$ cat src/rtl/div_iter_pkg.sv
// rtl/div_iter_pkg.sv - shared width constant for execute-stage divider users
package div_iter_pkg;

  // Execute-stage consumers (HI/LO write path, hazard unit) size against this.
  localparam int DIV_WIDTH = 32;

endpackage

$ cat src/rtl/div_iter_mux2.sv
// rtl/div_iter_mux2.sv - two-input select used for magnitude and sign fixups
module mux2 #(
  parameter int WIDTH = 32
) (
  input  logic [WIDTH-1:0] d0,
  input  logic [WIDTH-1:0] d1,
  input  logic             sel,
  output logic [WIDTH-1:0] y
);

  assign y = sel ? d1 : d0;

endmodule

$ cat src/rtl/div_iter_step.sv
// rtl/div_iter_step.sv - one combinational radix-2 restoring division step
module div_step #(
  parameter int WIDTH = 32
) (
  input  logic [WIDTH:0]   rem_in,
  input  logic             dvd_bit,
  input  logic [WIDTH-1:0] divisor,
  output logic [WIDTH:0]   rem_out,
  output logic             q_bit
);

  logic [WIDTH+1:0] shifted;
  logic [WIDTH+1:0] diff;

  assign shifted = {rem_in, dvd_bit};
  assign diff    = shifted - {2'b00, divisor};

  // A non-negative trial difference keeps the subtraction; otherwise restore.
  always_comb begin
    q_bit   = ~diff[WIDTH+1];
    rem_out = q_bit ? diff[WIDTH:0] : shifted[WIDTH:0];
  end

endmodule

$ cat src/rtl/div_iter.sv
// rtl/div_iter.sv - multicycle restoring divider for DIV/DIVU beside the ALU
module div_iter
  import div_iter_pkg::*;
#(
  parameter int WIDTH = DIV_WIDTH
) (
  input  logic             clk,
  input  logic             rst,
  input  logic             start,
  input  logic             signed_div,
  input  logic [WIDTH-1:0] a,
  input  logic [WIDTH-1:0] b,
  input  logic             annul,
  output logic [WIDTH-1:0] quotient,
  output logic [WIDTH-1:0] remainder,
  output logic             ready,
  output logic             busy,
  output logic             stall
);

  localparam int CW = $clog2(WIDTH + 1);

  typedef enum logic [1:0] {
    S_IDLE,
    S_BUSY,
    S_DONE
  } state_t;

  state_t state, state_nxt;

  logic [WIDTH:0]   rem_q;
  logic [WIDTH-1:0] dvd_q;
  logic [WIDTH-1:0] dsr_q;
  logic [CW-1:0]    cnt_q;
  logic             neg_q_q;
  logic             neg_r_q;

  logic load, div0, step_en, finish;

  logic             a_neg, b_neg;
  logic [WIDTH-1:0] a_inv, b_inv, a_mag, b_mag;

  logic [WIDTH:0]   step_rem;
  logic             step_q;
  logic [WIDTH-1:0] q_raw, q_inv, q_fix;
  logic [WIDTH-1:0] r_raw, r_inv, r_fix;

  // Operand magnitudes; DIVU never negates.
  assign a_neg = signed_div & a[WIDTH-1];
  assign b_neg = signed_div & b[WIDTH-1];
  assign a_inv = -a;
  assign b_inv = -b;

  mux2 #(.WIDTH(WIDTH)) u_a_mag (.d0(a), .d1(a_inv), .sel(a_neg), .y(a_mag));
  mux2 #(.WIDTH(WIDTH)) u_b_mag (.d0(b), .d1(b_inv), .sel(b_neg), .y(b_mag));

  div_step #(.WIDTH(WIDTH)) u_step (
    .rem_in  (rem_q),
    .dvd_bit (dvd_q[WIDTH-1]),
    .divisor (dsr_q),
    .rem_out (step_rem),
    .q_bit   (step_q)
  );

  // Final step result is fixed up combinationally so ready lands in DONE.
  assign q_raw = {dvd_q[WIDTH-2:0], step_q};
  assign r_raw = step_rem[WIDTH-1:0];
  assign q_inv = -q_raw;
  assign r_inv = -r_raw;

  mux2 #(.WIDTH(WIDTH)) u_q_fix (.d0(q_raw), .d1(q_inv), .sel(neg_q_q), .y(q_fix));
  mux2 #(.WIDTH(WIDTH)) u_r_fix (.d0(r_raw), .d1(r_inv), .sel(neg_r_q), .y(r_fix));

  always_ff @(posedge clk or posedge rst) begin
    if (rst) begin
      state <= S_IDLE;
    end else begin
      state <= state_nxt;
    end
  end

  always_comb begin
    state_nxt = state;
    load      = 1'b0;
    div0      = 1'b0;
    step_en   = 1'b0;
    finish    = 1'b0;
    stall     = 1'b0;
    case (state)
      S_IDLE: begin
        stall = start & ~annul;
        if (start & ~annul) begin
          if (b == '0) begin
            div0      = 1'b1;
            state_nxt = S_DONE;
          end else begin
            load      = 1'b1;
            state_nxt = S_BUSY;
          end
        end
      end
      S_BUSY: begin
        stall   = 1'b1;
        step_en = 1'b1;
        if (cnt_q == CW'(1)) begin
          finish    = 1'b1;
          state_nxt = S_DONE;
        end
      end
      S_DONE: begin
        state_nxt = S_IDLE;
      end
      default: begin
        state_nxt = S_IDLE;
      end
    endcase
    // A flush wins over any transition and suppresses every result update.
    if (annul) begin
      state_nxt = S_IDLE;
      load      = 1'b0;
      div0      = 1'b0;
      step_en   = 1'b0;
      finish    = 1'b0;
    end
  end

  always_ff @(posedge clk or posedge rst) begin
    if (rst) begin
      rem_q     <= '0;
      dvd_q     <= '0;
      dsr_q     <= '0;
      cnt_q     <= '0;
      neg_q_q   <= 1'b0;
      neg_r_q   <= 1'b0;
      quotient  <= '0;
      remainder <= '0;
      ready     <= 1'b0;
      busy      <= 1'b0;
    end else begin
      ready <= finish | div0;
      busy  <= (state_nxt != S_IDLE);
      if (load) begin
        rem_q   <= '0;
        dvd_q   <= a_mag;
        dsr_q   <= b_mag;
        cnt_q   <= CW'(WIDTH);
        neg_q_q <= a_neg ^ b_neg;
        neg_r_q <= a_neg;
      end
      if (step_en) begin
        rem_q <= step_rem;
        dvd_q <= q_raw;
        cnt_q <= cnt_q - CW'(1);
      end
      if (finish) begin
        quotient  <= q_fix;
        remainder <= r_fix;
      end
      if (div0) begin
        quotient  <= '1;
        remainder <= a;
      end
    end
  end

endmodule

$ cat config.mk
export PLATFORM = sky130hd
export DESIGN_NAME = div_iter
export DESIGN_NICKNAME = d
export VERILOG_FILES = /design/src/rtl/div_iter_pkg.sv /design/src/rtl/div_iter_mux2.sv /design/src/rtl/div_iter_step.sv /design/src/rtl/div_iter.sv
export SDC_FILE = /design/constraint.sdc
export NUM_CORES = 1
export LEC_CHECK = 0
export BUFFER_PORTS_ARGS = -buffer_cell sky130_fd_sc_hd__buf_2
export CORE_MARGIN = 2
export CORE_UTILIZATION = 60
export CTS_CLUSTER_SIZE = 28
export DETAILED_ROUTE_END_ITERATION = 16
export PLACE_DENSITY = 0.85
export SLEW_MARGIN = 40
export SYNTH_ARGS = -nofsm -noshare
export SYNTH_HDL_FRONTEND = slang
export SYNTH_SLANG_ARGS = --single-unit
export TNS_END_PERCENT = 1
$ cat constraint.sdc
create_clock -name clk -period 6.45 [get_ports clk]
set_input_delay 0.645 -clock clk [delete_from_list [all_inputs] [get_ports clk]]
set_output_delay 0.645 -clock clk [all_outputs]
set_load 0.005 [all_outputs]
==> results of run 1 <==
metrics by stage:
| stage | utilization | setup WS [ns] | power [uW] |
|---|---|---|---|
| floorplan | - | 1.12 | 4470 |
| global placement | 0.650 | 1.12 | 5290 |
| detailed placement | 0.651 | 0.878 | 5390 |
| CTS | 0.679 | 0.848 | 6420 |
| global route | 0.681 | 0.258 | 6960 |
| finish | 0.681 | 0.745 | 6500 |
cells by family after synthesis:
group / after synthesis
multiplexers: 38
buffers and inverters: 145
flip-flops: 173
AND/OR/NAND/NOR: 443
adder cells (fa/ha/maj): 39
AO/OA/AOI/OAI: 476
XOR/XNOR: 141
final cells by class:
cell class / instances / area [sq um] / area share
clock inverters: 14 / 145 / 0.0106
flip-flops and latches: 173 / 4330 / 0.315
inverters: 60 / 233 / 0.0170
clock buffers: 17 / 425 / 0.0310
multi-input cells: 1137 / 7460 / 0.543
repair buffers: 148 / 797 / 0.0581
well taps: 270 / 338 / 0.0246
sequential cells by signal, indices dropped and copies added, names as in the netlist:
name,count
cnt_q,6
rem_q,33
quotient,32
state,2
dvd_q,32
busy,1
ready,1
neg_q_q,1
dsr_q,32
remainder,32
neg_r_q,1
cells in the final DEF (no fill, tap or decap), drive strengths merged, types with 9 or more instances in the layout:
cell type	n
a211oi	10
a21o	17
a21oi	128
a221o	26
a22oi	13
a31oi	13
and3	19
buf	148
clkbuf	17
dfrtp	173
ha	38
inv	68
mux2i	36
nand2	94
nand2b	14
nand3	51
nand4	11
nor2	127
nor3	42
nor4	20
o21a	11
o21ai	164
o31ai	27
o41ai	17
or3	15
or4	9
xnor2	56
xor2	85
final timing paths:
kind	cells after the start	from	end	slack, ns
worst max register to register	19	rem_q[2]	remainder[30]	0.74
min in group clk	2	annul	state[0]	0.43
max in group asynchronous	3	rst	rem_q[21]	4.98
worst min register to register	1	cnt_q[5]	cnt_q[5]	0.48
worst max-delay path	19	rem_q[2]	remainder[30]	0.74
worst min-delay path	2	rst	dvd_q[3]	0.29
cell usage after synthesis (all sizes together) (6+ instances only):
| cell | number | area share |
|---|---|---|
| a211oi | 10 | 0.0065 |
| a21o | 17 | 0.010 |
| a21oi | 128 | 0.052 |
| a221o | 26 | 0.021 |
| a22oi | 13 | 0.0079 |
| a31oi | 13 | 0.0078 |
| and2 | 8 | 0.0041 |
| and3 | 19 | 0.0097 |
| buf | 17 | 0.0064 |
| clkbuf | 68 | 0.021 |
| dfrtp | 173 | 0.35 |
| ha | 38 | 0.039 |
| inv | 60 | 0.018 |
| mux2i | 36 | 0.029 |
| nand2 | 94 | 0.029 |
| nand2b | 14 | 0.0071 |
| nand3 | 51 | 0.021 |
| nand3b | 6 | 0.0037 |
| nand4 | 11 | 0.0056 |
| nor2 | 127 | 0.039 |
| nor3 | 42 | 0.019 |
| nor3b | 7 | 0.0051 |
| nor4 | 20 | 0.010 |
| o211ai | 8 | 0.0053 |
| o21a | 11 | 0.0068 |
| o21ai | 164 | 0.067 |
| o31ai | 27 | 0.016 |
| o41ai | 17 | 0.014 |
| or2 | 6 | 0.0031 |
| or3 | 15 | 0.0076 |
| or4 | 9 | 0.0061 |
| xnor2 | 56 | 0.040 |
| xor2 | 85 | 0.061 |
critical path, delay by kind of cell, from the launching register on:
kind            cells  cell delay [ns]
buf+inv             2             0.14
compound gates     10             3.02
flops               1             0.46
fa+ha+maj           2             0.65
simple gates        4             1.12
xor+xnor            1             0.16
per-layer routing:
| metal | part of all wire | routed length (um) | global-route usage | up-vias |
|---|---|---|---|---|
| li1 | - | - | - | 5494 |
| met1 | 0.44 | 14500 | 0.430 | 5316 |
| met2 | 0.46 | 14900 | 0.478 | 488 |
| met3 | 0.075 | 2450 | 0.0466 | 59 |
| met4 | 0.026 | 845 | 0.0995 | 0 |
| met5 | 0 | 0 | 0 | - |
power groups by stage:
stage / clock, uW / combinational (uW) / sequential (uW)
2_1_floorplan: 0 / 2900 / 1570
3_3_place_gp: 0 / 3670 / 1630
3_5_place_dp: 0 / 3740 / 1650
4_1_cts: 1010 / 3770 / 1630
5_1_grt: 1070 / 4220 / 1670
6_report: 1010 / 3850 / 1640
==> impl_metrics.env, run 1 <==
export IMPL_netlist_area_sq_um=12300
export IMPL_skew_ns=0.0143
export IMPL_cpPeakStageDelay_ns=0.62
export IMPL_vias=11400
export IMPL_nets=1645
export IMPL_status="completed"
export IMPL_slew_headroom=0.491
export IMPL_power_density_nw_per_um2=474
export IMPL_die_y_um=147
export IMPL_p_sw_uw=3110
export IMPL_intPower_uw=3390
export IMPL_dr_pass1_iters=5
export IMPL_drive_gt1_frac=0.145
export IMPL_synth_top_family_by_area="compound AO/OA/AOI/OAI gates"
export IMPL_core_area_sq_um=20200
export IMPL_drt_wl_total_mm=32.8
export IMPL_io_pins=136
export IMPL_synthXorXnorAreaFrac=0.100
export IMPL_postCtsResizedCells=0
export IMPL_ant_nets=0
export IMPL_io_buffers=135
export IMPL_maxCapViolations=0
export IMPL_finalHoldViolCount=0
export IMPL_hp_class="in2async"
export IMPL_grt_pass1_wl_mm=53.4
export IMPL_async_flop_share=1.00
export IMPL_p_sw_frac=0.479
export IMPL_place_inst=1787
export IMPL_dieArea_sq_um=21700
export IMPL_cts_setup_buffers=0
export IMPL_yosys_warnings=0
export IMPL_root_buffer="clkbuf_16"
export IMPL_nFillCells=1622
export IMPL_hpwl_mm=23.9
export IMPL_yosysSeqAreaShare=0.352
export IMPL_initial_core_util=0.610
export IMPL_cts_tree="done"
export IMPL_routed_via_density=6.24
export IMPL_fin_tns_setup_ns=0
export IMPL_antenna_found_initial=0
export IMPL_crit_path_end_kind="flip-flop"
export IMPL_final_area_sq_um=13700
export IMPL_synthSimpleGateAreaFrac=0.180
export IMPL_crit_path_top_delay_cell="or4b_2"
export IMPL_fin_crit_ns=5.71
export IMPL_arrival_ns=6.01
export IMPL_power_leakage_uw=0.00600
export IMPL_finalCritPeriodShare=0.885
export IMPL_grt_pass1_vias=10400
export IMPL_wire_per_inst_um=18.0
export IMPL_syn2layout_area_growth_pct=11.6
export IMPL_stdcell_count=1819
export IMPL_synth_cell_type_count=81
export IMPL_place_congestion=0.941
export IMPL_ys_ff_latch=173
export IMPL_tightest_slew_ns=0.761
export IMPL_syn_nets=1563
export IMPL_clock_latency_ns=0.44
export IMPL_rows=52
export IMPL_synthMuxAreaShare=0.0311
export IMPL_setup_viol=0
export IMPL_die_w_um=147
export IMPL_critPathLaunchType="flip-flop"
export IMPL_h_tree_depth=4
export IMPL_critPathMaxFanout=7
export IMPL_synthAdderAreaFrac=0.0403
export IMPL_synth_cells=1455
export IMPL_synth_compound_area_frac=0.251
export IMPL_rsz0062_at_grt="false"
export IMPL_seq_power_share=0.252
export IMPL_crit_required_ns=6.76
export IMPL_avgSynthCellArea_sq_um=8.45
export IMPL_power_frac_comb=0.592
export IMPL_diodes=0
export IMPL_slew_viol_final=0
export IMPL_critPathKind="reg2reg"
export IMPL_grt_ovfl_total=0
export IMPL_clkSlewWorstSetupHoldPaths_ns=0.08
export IMPL_power_frac_clock=0.155
export IMPL_drc=0
export IMPL_cts_buffers=17
export IMPL_grt_usage=0.303
export IMPL_synth_edf_count=0
export IMPL_worstPathCellList="ha_1 > o211ai_1 > a21oi_1 > o2111ai_1 > a211oi_2 > o21a_2 > nor2_4 > inv_2 > nor2_1 > a21oi_1 > ha_1 > inv_1 > or4b_2 > or3_1 > o21ai_0 > o2111ai_1 > o41ai_2 > xnor2_1 > o21ai_1"
export IMPL_ir_worst_vdd_uv=283
export IMPL_cts_sink_count=173
export IMPL_synthFlopType="dfrtp_1"
export IMPL_hold_buffers=0
export IMPL_grt_max_degree=95
export IMPL_fmax_mhz=175
export IMPL_place_area_sq_um=13100
export IMPL_drt_initial_drc_count=909
export IMPL_whs_ns=0.289
export IMPL_clock_path_buffers=2
(Power assumes the default switching activity.)
==> inputs of run 2 (changes only) <==
--- a/config.mk
+++ b/config.mk
@@ -10,6 +10,7 @@
 export CORE_UTILIZATION = 60
 export CTS_CLUSTER_SIZE = 28
 export DETAILED_ROUTE_END_ITERATION = 16
+export GPL_TIMING_DRIVEN = 0
 export PLACE_DENSITY = 0.85
 export SLEW_MARGIN = 40
 export SYNTH_ARGS = -nofsm -noshare
==> impl_metrics.env, run 2 (same netlist as run 1, synthesis figures left out) <==
export IMPL_arrival_ns=6.51
export IMPL_cts_tree="done"
export IMPL_h_tree_depth=4
export IMPL_power_frac_clock=0.151
export IMPL_finalPower_uw=6740
export IMPL_vias=12100
export IMPL_final_common_cell="dfrtp_1"
export IMPL_io_buffers=135
export IMPL_mostFrequentLayoutCells="173 x dfrtp_1, 155 x o21ai_0, 145 x buf_2"
export IMPL_ant_nets=0
export IMPL_wire_per_inst_um=20.2
export IMPL_finalHoldViolCount=0
export IMPL_die_y_um=147
export IMPL_drive_gt1_frac=0.142
export IMPL_dieArea_sq_um=21700
export IMPL_fmax_mhz=161
export IMPL_clkSlewWorstSetupHoldPaths_ns=0.08
export IMPL_clock_latency_ns=0.45
export IMPL_ir_worst_vdd_uv=269
export IMPL_crit_path_end_kind="flip-flop"
export IMPL_root_buffer="clkbuf_16"
export IMPL_power_frac_comb=0.603
export IMPL_worst_slack_ns=0.246
export IMPL_utilization=0.695
export IMPL_maxCapViolations=0
export IMPL_grt_max_degree=78
export IMPL_grt_pass1_wl_mm=60.5
export IMPL_drt_initial_drc_count=894
export IMPL_finalCritPeriodShare=0.962
export IMPL_grt_usage=0.354
export IMPL_routed_via_density=6.37
export IMPL_p_sw_frac=0.490
export IMPL_tightest_slew_ns=0.881
export IMPL_cts_buffers=17
export IMPL_slew_headroom=0.413
export IMPL_critPathMaxFanout=10
export IMPL_core_area_sq_um=20200
export IMPL_place_congestion=0.929
export IMPL_drc=0
export IMPL_syn2layout_area_growth_pct=14.0
export IMPL_rows=52
export IMPL_status="completed"
export IMPL_nets=1719
export IMPL_p_sw_uw=3300
export IMPL_critPathLaunchType="flip-flop"
export IMPL_initial_core_util=0.610
export IMPL_cts_sink_count=173
export IMPL_grt_ovfl_total=0
export IMPL_crit_required_ns=6.76
export IMPL_regMostFlops="rem_q"
export IMPL_skew_ns=0.0129
export IMPL_seq_power_share=0.245
export IMPL_largest_register_ffs=33
export IMPL_dr_pass1_iters=6
export IMPL_io_pins=136
export IMPL_clock_path_buffers=2
export IMPL_drt_wl_total_mm=38.4
export IMPL_hp_class="in2async"
export IMPL_grt_pass1_vias=11400
export IMPL_hpwl_mm=29.5
export IMPL_critPathKind="reg2reg"
export IMPL_antenna_found_initial=0
export IMPL_rsz0062_at_grt="false"
export IMPL_pre_cts_ws_ns=-0.320
export IMPL_slew_viol_final=0
export IMPL_power_density_nw_per_um2=481
export IMPL_die_w_um=147
export IMPL_power_leakage_uw=0.00610
export IMPL_intPower_uw=3440
export IMPL_setup_viol=0
export IMPL_nFillCells=1692
export IMPL_fin_crit_ns=6.20
==> run 2: changes by cell type in the layout (fill, tap and decap cells not counted), moves of 2 or more <==
cell and change:
clkinvlp_4 +2, clkbuf_2 +3, buf_4 -6, buf_1 +5
clkbuf_1 +63, inv_8 +2, buf_16 +2, inv_6 -3
nor2_1 +2, o21ai_2 +3, buf_2 +10
==> run 2: path summary, 6_finish.rpt <==
kind | startpoint | end | slack [ns] | cells past startpoint
hold / removal | rst | dvd_q[4] | 0.12 | 2
max in group asynchronous | rst | dsr_q[21] | 5.71 | 3
setup reg to reg | rem_q[20] | remainder[24] | 0.25 | 22
min in group clk | annul | state[0] | 0.41 | 2
hold reg to reg | dsr_q[22] | dsr_q[22] | 0.48 | 2
setup / recovery | rem_q[20] | remainder[24] | 0.25 | 22
==> run 2: critical path, cell delays in order (launching register included) <==
cell and delay, ns:
dfrtp_1 0.47, ha_1 0.31, clkbuf_2 0.18, nand4_1 0.18, or4_4 0.53, o2bb2ai_1 0.16
a211o_2 0.19, o21a_2 0.30, nor2_4 0.11, inv_2 0.20, buf_2 0.32, buf_4 0.30
nor2_1 0.06, a21oi_1 0.27, ha_1 0.26, inv_1 0.06, or4b_2 0.62, or3_1 0.36
o21ai_2 0.26, nand4b_1 0.25, o31ai_2 0.36, xnor2_1 0.22, o21ai_1 0.09
==> run 2: layer usage <==
layer / share of wire / track usage / routed length, um / up-vias
met3: 0.086 / 0.0652 / 3320 / 120
met4: 0.049 / 0.181 / 1880 / 0
met2: 0.47 / 0.584 / 18000 / 603
met5: 0 / 0 / 0 / -
li1: - / - / - / 5638
met1: 0.40 / 0.447 / 15200 / 5717
==> run 2: per-stage QoR <==
stage	area (sq um)	setup TNS [ns]	instances	hold slack [ns]
3_5_place_dp	13400	-0.945	1862	0.472
2_1_floorplan	12300	0	1455	0.437
3_3_place_gp	13300	-95.12	1860	0.457
5_1_grt	14000	0	1894	0.133
4_1_cts	14000	0	1895	0.126
6_report	14000	0	1895	0.117
==> run 2: final cells by class <==
cell class,count,area (sq um),share of cell area
multi-input cells,1137,7450,0.532
flip-flops and latches,173,4330,0.309
repair buffers,140,753,0.0538
clock buffers,18,429,0.0306
well taps,270,338,0.0241
plain buffers,82,332,0.0237
inverters,60,233,0.0166
clock inverters,14,148,0.0105
diodes,1,2.50,0.000179
==> run 2: power by group through the flow <==
stage	sequential [uW]	combinational (uW)	clock [uW]
finish	1650	4070	1020
global placement	1640	3840	0
floorplan	1570	2900	0
detailed placement	1650	3910	0
global route	1680	4440	1060
CTS	1640	3940	1010
==> run 2: repair_timing <==
item | in CTS | in global routing
endpoints found under the setup margin | 5 | 6
pin swaps | 1 | 2
hold buffers | 0 | 0
gates resized for setup | 3 | 5
cloned | 0 | 0
setup buffers | 1 | 2
